### config.mk
export PLATFORM = sky130hd
export DESIGN_NAME = fifo_rd_ctrl
export DESIGN_NICKNAME = d
export VERILOG_FILES = /design/src/rtl/fifo_rd_pkg.sv /design/src/rtl/rd_skid_buf.sv /design/src/rtl/fifo_rd_ctrl.sv
export SDC_FILE = /design/constraint.sdc
export NUM_CORES = 1
export LEC_CHECK = 0
export BUFFER_PORTS_ARGS = -buffer_cell sky130_fd_sc_hd__clkbuf_2
export CAP_MARGIN = 5
export CORE_MARGIN = 2
export CORE_UTILIZATION = 57
export DETAILED_ROUTE_END_ITERATION = 10
export PLACE_DENSITY = 0.74
export SLEW_MARGIN = 15
export SYNTH_ARGS = -nofsm -noshare
export SYNTH_HDL_FRONTEND = slang
export SYNTH_SLANG_ARGS = --single-unit
### constraint.sdc
create_clock -name clk -period 2.6 [get_ports clk]
set_input_delay 0.26 -clock clk [delete_from_list [all_inputs] [get_ports clk]]
set_output_delay 0.26 -clock clk [all_outputs]
set_load 0.01 [all_outputs]
### src/rtl/fifo_rd_pkg.sv
// Shared types and default constants for the FIFO read controller.
// Used by fifo_rd_ctrl and rd_skid_buf.
package fifo_rd_pkg;

    localparam int DEF_WIDTH  = 8;
    localparam int DEF_RD_LAT = 2;
    localparam int DEF_SKID   = 4;

    typedef enum logic [1:0] {
        IDLE  = 2'd0,
        RUN   = 2'd1,
        DRAIN = 2'd2
    } state_t;

endpackage

### src/rtl/rd_skid_buf.sv
// Circular skid buffer that absorbs FIFO read data.
// Push and pop may coincide, even when full or holding one entry.
module rd_skid_buf
    import fifo_rd_pkg::*;
#(
    parameter int WIDTH = DEF_WIDTH,
    parameter int DEPTH = DEF_SKID,
    localparam int CW = $clog2(DEPTH + 1),
    localparam int PW = (DEPTH > 1) ? $clog2(DEPTH) : 1
) (
    input  logic             clk,
    input  logic             rst,
    input  logic             push,
    input  logic             pop,
    input  logic [WIDTH-1:0] wdata,
    output logic [WIDTH-1:0] data,
    output logic [CW-1:0]    count,
    output logic             full,
    output logic             empty
);

    logic [WIDTH-1:0] mem [DEPTH];
    logic [PW-1:0]    wptr;
    logic [PW-1:0]    rptr;
    logic             do_push;
    logic             do_pop;

    function automatic logic [PW-1:0] next_ptr(input logic [PW-1:0] p);
        return (p == PW'(DEPTH - 1)) ? '0 : p + 1'b1;
    endfunction

    assign empty   = (count == '0);
    assign full    = (count == CW'(DEPTH));
    assign do_pop  = pop && !empty;
    assign do_push = push && (!full || do_pop);
    assign data    = mem[rptr];

    // Storage, pointers and occupancy; reset clears entries so data reads 0.
    always_ff @(posedge clk or posedge rst) begin
        if (rst) begin
            for (int i = 0; i < DEPTH; i++) mem[i] <= '0;
            wptr  <= '0;
            rptr  <= '0;
            count <= '0;
        end else begin
            if (do_push) begin
                mem[wptr] <= wdata;
                wptr      <= next_ptr(wptr);
            end
            if (do_pop) rptr <= next_ptr(rptr);
            if (do_push && !do_pop) count <= count + CW'(1);
            else if (do_pop && !do_push) count <= count - CW'(1);
        end
    end

endmodule

### src/rtl/fifo_rd_ctrl.sv
// FIFO read controller: pops a latency-RD_LAT FIFO into a skid buffer.
// Optional beat counter output enabled by macro FIFO_RD_CTRL_BEATCNT_EN.
module fifo_rd_ctrl
    import fifo_rd_pkg::*;
#(
    parameter int WIDTH  = DEF_WIDTH,
    parameter int RD_LAT = DEF_RD_LAT,
    parameter int SKID   = DEF_SKID
) (
    input  logic             clk,
    input  logic             rst,
    input  logic             en,
    input  logic             fifo_rempty,
    output logic             fifo_rinc,
    input  logic [WIDTH-1:0] fifo_rdata,
    output logic             out_valid,
    input  logic             out_ready,
    output logic [WIDTH-1:0] out_data,
    output logic             busy
`ifdef FIFO_RD_CTRL_BEATCNT_EN
    ,
    output logic [15:0]      beat_cnt
`endif
);

    localparam int CW = $clog2(SKID + 1);

    state_t            state;
    logic [RD_LAT-1:0] pipe;
    logic [CW-1:0]     skid_count;
    logic [CW-1:0]     inflight_count;
    logic [CW:0]       occupancy;
    logic              skid_full;
    logic              skid_empty;
    logic              xfer;

    // Count pops still travelling through the FIFO read latency.
    always_comb begin
        inflight_count = '0;
        for (int i = 0; i < RD_LAT; i++) begin
            inflight_count = inflight_count + CW'(pipe[i]);
        end
    end

    // Pop only while running and the skid has room for every outstanding beat.
    always_comb begin
        occupancy = {1'b0, skid_count} + {1'b0, inflight_count};
        fifo_rinc = (state == RUN) && en && !fifo_rempty && !skid_full
                    && (occupancy < (CW + 1)'(SKID));
    end

    assign out_valid = !skid_empty;
    assign xfer      = out_valid && out_ready;
    assign busy      = (state != IDLE) || !skid_empty;

    // Control FSM: IDLE -> RUN on en, RUN -> DRAIN on !en, DRAIN waits out pipe.
    always_ff @(posedge clk or posedge rst) begin
        if (rst) begin
            state <= IDLE;
        end else begin
            unique case (state)
                IDLE:    if (en) state <= RUN;
                RUN:     if (!en) state <= DRAIN;
                DRAIN: begin
                    if (en) state <= RUN;
                    else if (inflight_count == '0) state <= IDLE;
                end
                default: state <= IDLE;
            endcase
        end
    end

    // In-flight shift register; the exiting bit marks valid fifo_rdata.
    always_ff @(posedge clk or posedge rst) begin
        if (rst) pipe <= '0;
        else     pipe <= (pipe << 1) | RD_LAT'(fifo_rinc);
    end

    rd_skid_buf #(
        .WIDTH (WIDTH),
        .DEPTH (SKID)
    ) u_skid (
        .clk   (clk),
        .rst   (rst),
        .push  (pipe[RD_LAT-1]),
        .pop   (xfer),
        .wdata (fifo_rdata),
        .data  (out_data),
        .count (skid_count),
        .full  (skid_full),
        .empty (skid_empty)
    );

`ifdef FIFO_RD_CTRL_BEATCNT_EN
    // Transferred beat counter, wraps naturally at 16 bits.
    always_ff @(posedge clk or posedge rst) begin
        if (rst)       beat_cnt <= '0;
        else if (xfer) beat_cnt <= beat_cnt + 16'd1;
    end
`endif

endmodule

==> impl_metrics.py <==
metrics = {
    "critical_path": {
        "cp.depth": 5,
        "startpoint": "pipe[1]$_DFF_PP0_",
        "endpoint": "fifo_rinc",
        "crit_path_top_delay_cell": "or4b_2",
        "cp-start-kind": "flop",
        "cp_max_fo": 6,
        "path_buf_inv": 1,
        "crit_arrival_ps": 2210,
        "critPathKind": "flop to output pin",
        "reg2reg_depth": 8,
        "critPathTopFamily": "simple AND/OR/NAND/NOR gates",
        "r2r-start": "u_skid.count[0]$_DFFE_PP0P_",
        "critPathMaxStageDelay_ps": 640,
        "cpMostUsedCell": "ha_1",
        "path_cells": "ha_1 > ha_1 > or4b_2 > a311oi_2 > clkbuf_2",
        "rrSetupSlack_ps": 320,
        "end_kind": "output pin",
        "regToRegEndpoint": "u_skid.count[2]$_DFFE_PP0P_",
        "required_ps": 2340,
    },
    "power": {
        "internal-power_mw": 1.74,
        "p_per_area_nw_per_um2": 1120,
        "power_frac_clock_pct": 14.4,
        "p_leak_nw": 0.993,
        "p_seq_share_pct": 49.1,
        "peakVddDrop_mv": 0.502,
        "comb_power_share_pct": 36.5,
        "switchingPower_mw": 0.791,
        "p_sw_share_pct": 31.3,
    },
    "layout": {
        "area_growth_pct": 12.6,
        "insertedDiodeCount": 0,
        "drive_gt1_share_pct": 51.9,
        "num-nets-final": 184,
    },
    "timing": {
        "slew_viol_final": 0,
        "relSlewSlack_pct": 61.2,
        "worst_pin_slew_ps": 582,
        "skew_ps": 2.80,
        "timing.final.crit_period_ps": 2470,
        "fin_tns_setup_ps": 0,
        "timing.final.crit_share_pct": 95.2,
        "setup_ws_ps": 125,
        "whs_ps": -6.96,
        "setup_violations": 0,
        "fmax_ghz": 0.404,
        "rsz0062_at_grt": "no",
        "hold_viol_final": 9,
    },
    "routing": {
        "wl_mm": 3.27,
        "routedWlPerCell_um": 15.7,
        "drtAntennaViolNets": 0,
        "drcViolationCount": 0,
        "num_vias": 1133,
        "viasPerCell": 5.45,
        "detail_route.first_pass.iterations": 4,
        "drtIter0Drc": 21,
    },
    "global_route": {
        "antenna_found_initial": 0,
        "grt_pass1_vias": 1238,
        "grt_pass1_wl_mm": 5.73,
        "grt_overflow": 0,
        "grt_max_degree": 44,
        "track_usage_pct": 19.2,
    },
    "synth": {
        "synthTopCellsByArea": "dfrtp_1 54%, mux2_2 20%, mux4_2 9.0%, ha_1 5.6%, nor2_2 1.2%",
        "yosys_warnings": 0,
        "netlist_area_um2": 2010,
        "seq_area_frac_synth_pct": 53.6,
        "synth_seq_cells": 43,
        "syn_nets": 154,
        "avgSynthCellArea_um2": 15.3,
        "syn_inst": 131,
        "synth_largest_area_cell": "dfrtp_1",
        "yosysTopAreaCellShare_pct": 53.6,
        "ys_types": 22,
    },
    "job": {
        "maxCapViolCount": 0,
    },
    "clocking": {
        "cts_root_buffer": "clkbuf_4",
        "cts_tree": "built",
        "post-cts-setup-buffers": 0,
        "path_clk_slew_ps": 120,
        "insertion_delay_ps": 350,
        "holdBufCountCts": 0,
        "cts_made_buffers": 5,
        "htree_levels": 2,
        "cts.path.max_buffers": 2,
        "cts.sinks": 43,
    },
    "outcome": {
        "outcome": "complete, but fails checks",
        "failed_checks": "negative hold slack",
    },
    "floorplan": {
        "die_area_um2": 4010,
        "core_um2": 3360,
        "die_height_um": 63.3,
        "start_util_pct": 59.7,
        "rows": 21,
        "ios": 24,
        "die_w_um": 63.3,
    },
    "hold_path": {
        "min-delay-path-class": "input port to asynchronous set/reset pin",
    },
    "placed_design": {
        "dp_hpwl_mm": 2.33,
        "port_buffers": 23,
        "pre_cts_slack_ps": 351,
        "gp_congestion": 0.740,
    },
}
area by class of cell:
class	count	area (µm²)
timing repair buffer	25	130
inverter	6	22.5
fill	276	1100
tap	46	57.6
multi-input combinational	80	905
sequential	43	1080
clock buffer	8	68.8
placed cells by master (no fill, tap or decap), types with 2 or more instances in the layout:
cell type and instances:
nand2_1 5, clkbuf_2 23, dfrtp_1 43, mux2_2 35
mux4_2 8, ha_1 9, buf_4 2, mux2_1 2
inv_1 6, clkbuf_8 2, clkbuf_4 5, xor2_1 2
nor2_2 4, nor2_1 4
sequential cells by signal, summed over array words and instances (netlist names):
signal        cells
u_skid.rptr       2
state             2
pipe              2
u_skid.wptr       2
u_skid.mem       32
u_skid.count      3
kinds of logic (layout without fill, tap and decap cells):
logic type / after synthesis / after routing / share of synthesized area (%)
AOI/OAI and AO/OA: 3 / 3 / 1.06
xor gates and xnor gates: 3 / 3 / 1.31
adders and majority gates: 10 / 10 / 6.61
buffers and inverters: 8 / 39 / 1.62
DFF: 43 / 43 / 53.6
muxes: 45 / 45 / 29.7
and+or+nand+nor: 19 / 19 / 6.05
metal layers:
metal / vias to the layer above / routed length (µm) / global-route usage (%)
met4: 0 / 34 / 6.52
li1: 536 / - / -
met1: 568 / 1460 / 23.6
met3: 5 / 132 / 5.36
met5: - / 0 / 0
met2: 24 / 1640 / 32.8
worst min path at each step:
stage                                  to  cells after the start  startpoint
6_report       u_skid.mem[12]$_DFFE_PP0P_                      3         rst
5_1_grt        u_skid.mem[12]$_DFFE_PP0P_                      3         rst
4_1_cts        u_skid.mem[12]$_DFFE_PP0P_                      3         rst
3_5_place_dp   u_skid.mem[12]$_DFFE_PP0P_                      3         rst
3_3_place_gp   u_skid.mem[12]$_DFFE_PP0P_                      3         rst
2_1_floorplan        state[1]$_DFFE_PP0P_                      1          en
power groups by stage:
stage,logic [mW],registers [mW],clock network [mW]
floorplan,0.790,1.13,0
global placement,0.903,1.23,0
detailed placement,0.938,1.27,0
CTS,0.942,1.25,0.372
global route,1.01,1.30,0.406
finish,0.922,1.24,0.363
timing repair:
| action | in CTS | in global routing |
|---|---|---|
| resized for setup | 0 | 1 |
| endpoints found under the setup margin | 0 | 1 |
| endpoints found under the hold margin | 0 | 0 |
worst reg2reg max path, cell delays in order (launching register included):
cell and delay, ps:
dfrtp_1 500, or3_2 520, nand2_1 140, ha_1 190
inv_1 60, fa_1 380, xor2_1 170, nor2_1 110
xor2_1 150
cells in the mapped netlist:
master,n
a21boi_0,1
a21oi_1,1
a311oi_1,1
buf_2,2
dfrtp_1,43
fa_1,1
ha_1,9
inv_1,6
mux2_1,2
mux2_2,35
mux4_2,8
nand2_1,5
nand2b_1,1
nor2_1,4
nor2_2,4
nor4b_4,1
or3_1,1
or3_2,1
or3b_2,1
or4b_2,1
xnor2_1,1
xor2_1,2
per-stage QoR:
step / instances / utilization (%) / hold slack (ps) / power [mW] / instance area, µm²
2_1_floorplan: 131 / - / 323 / 1.92 / 2010
3_3_place_gp: 200 / 65.0 / 389 / 2.14 / 2180
3_5_place_dp: 200 / 65.0 / 407 / 2.20 / 2180
4_1_cts: 208 / 67.0 / 13.7 / 2.56 / 2250
5_1_grt: 208 / 67.2 / 54.0 / 2.72 / 2260
6_report: 208 / 67.2 / -6.96 / 2.53 / 2260
No activity file was read; power rests on OpenSTA's default activity.
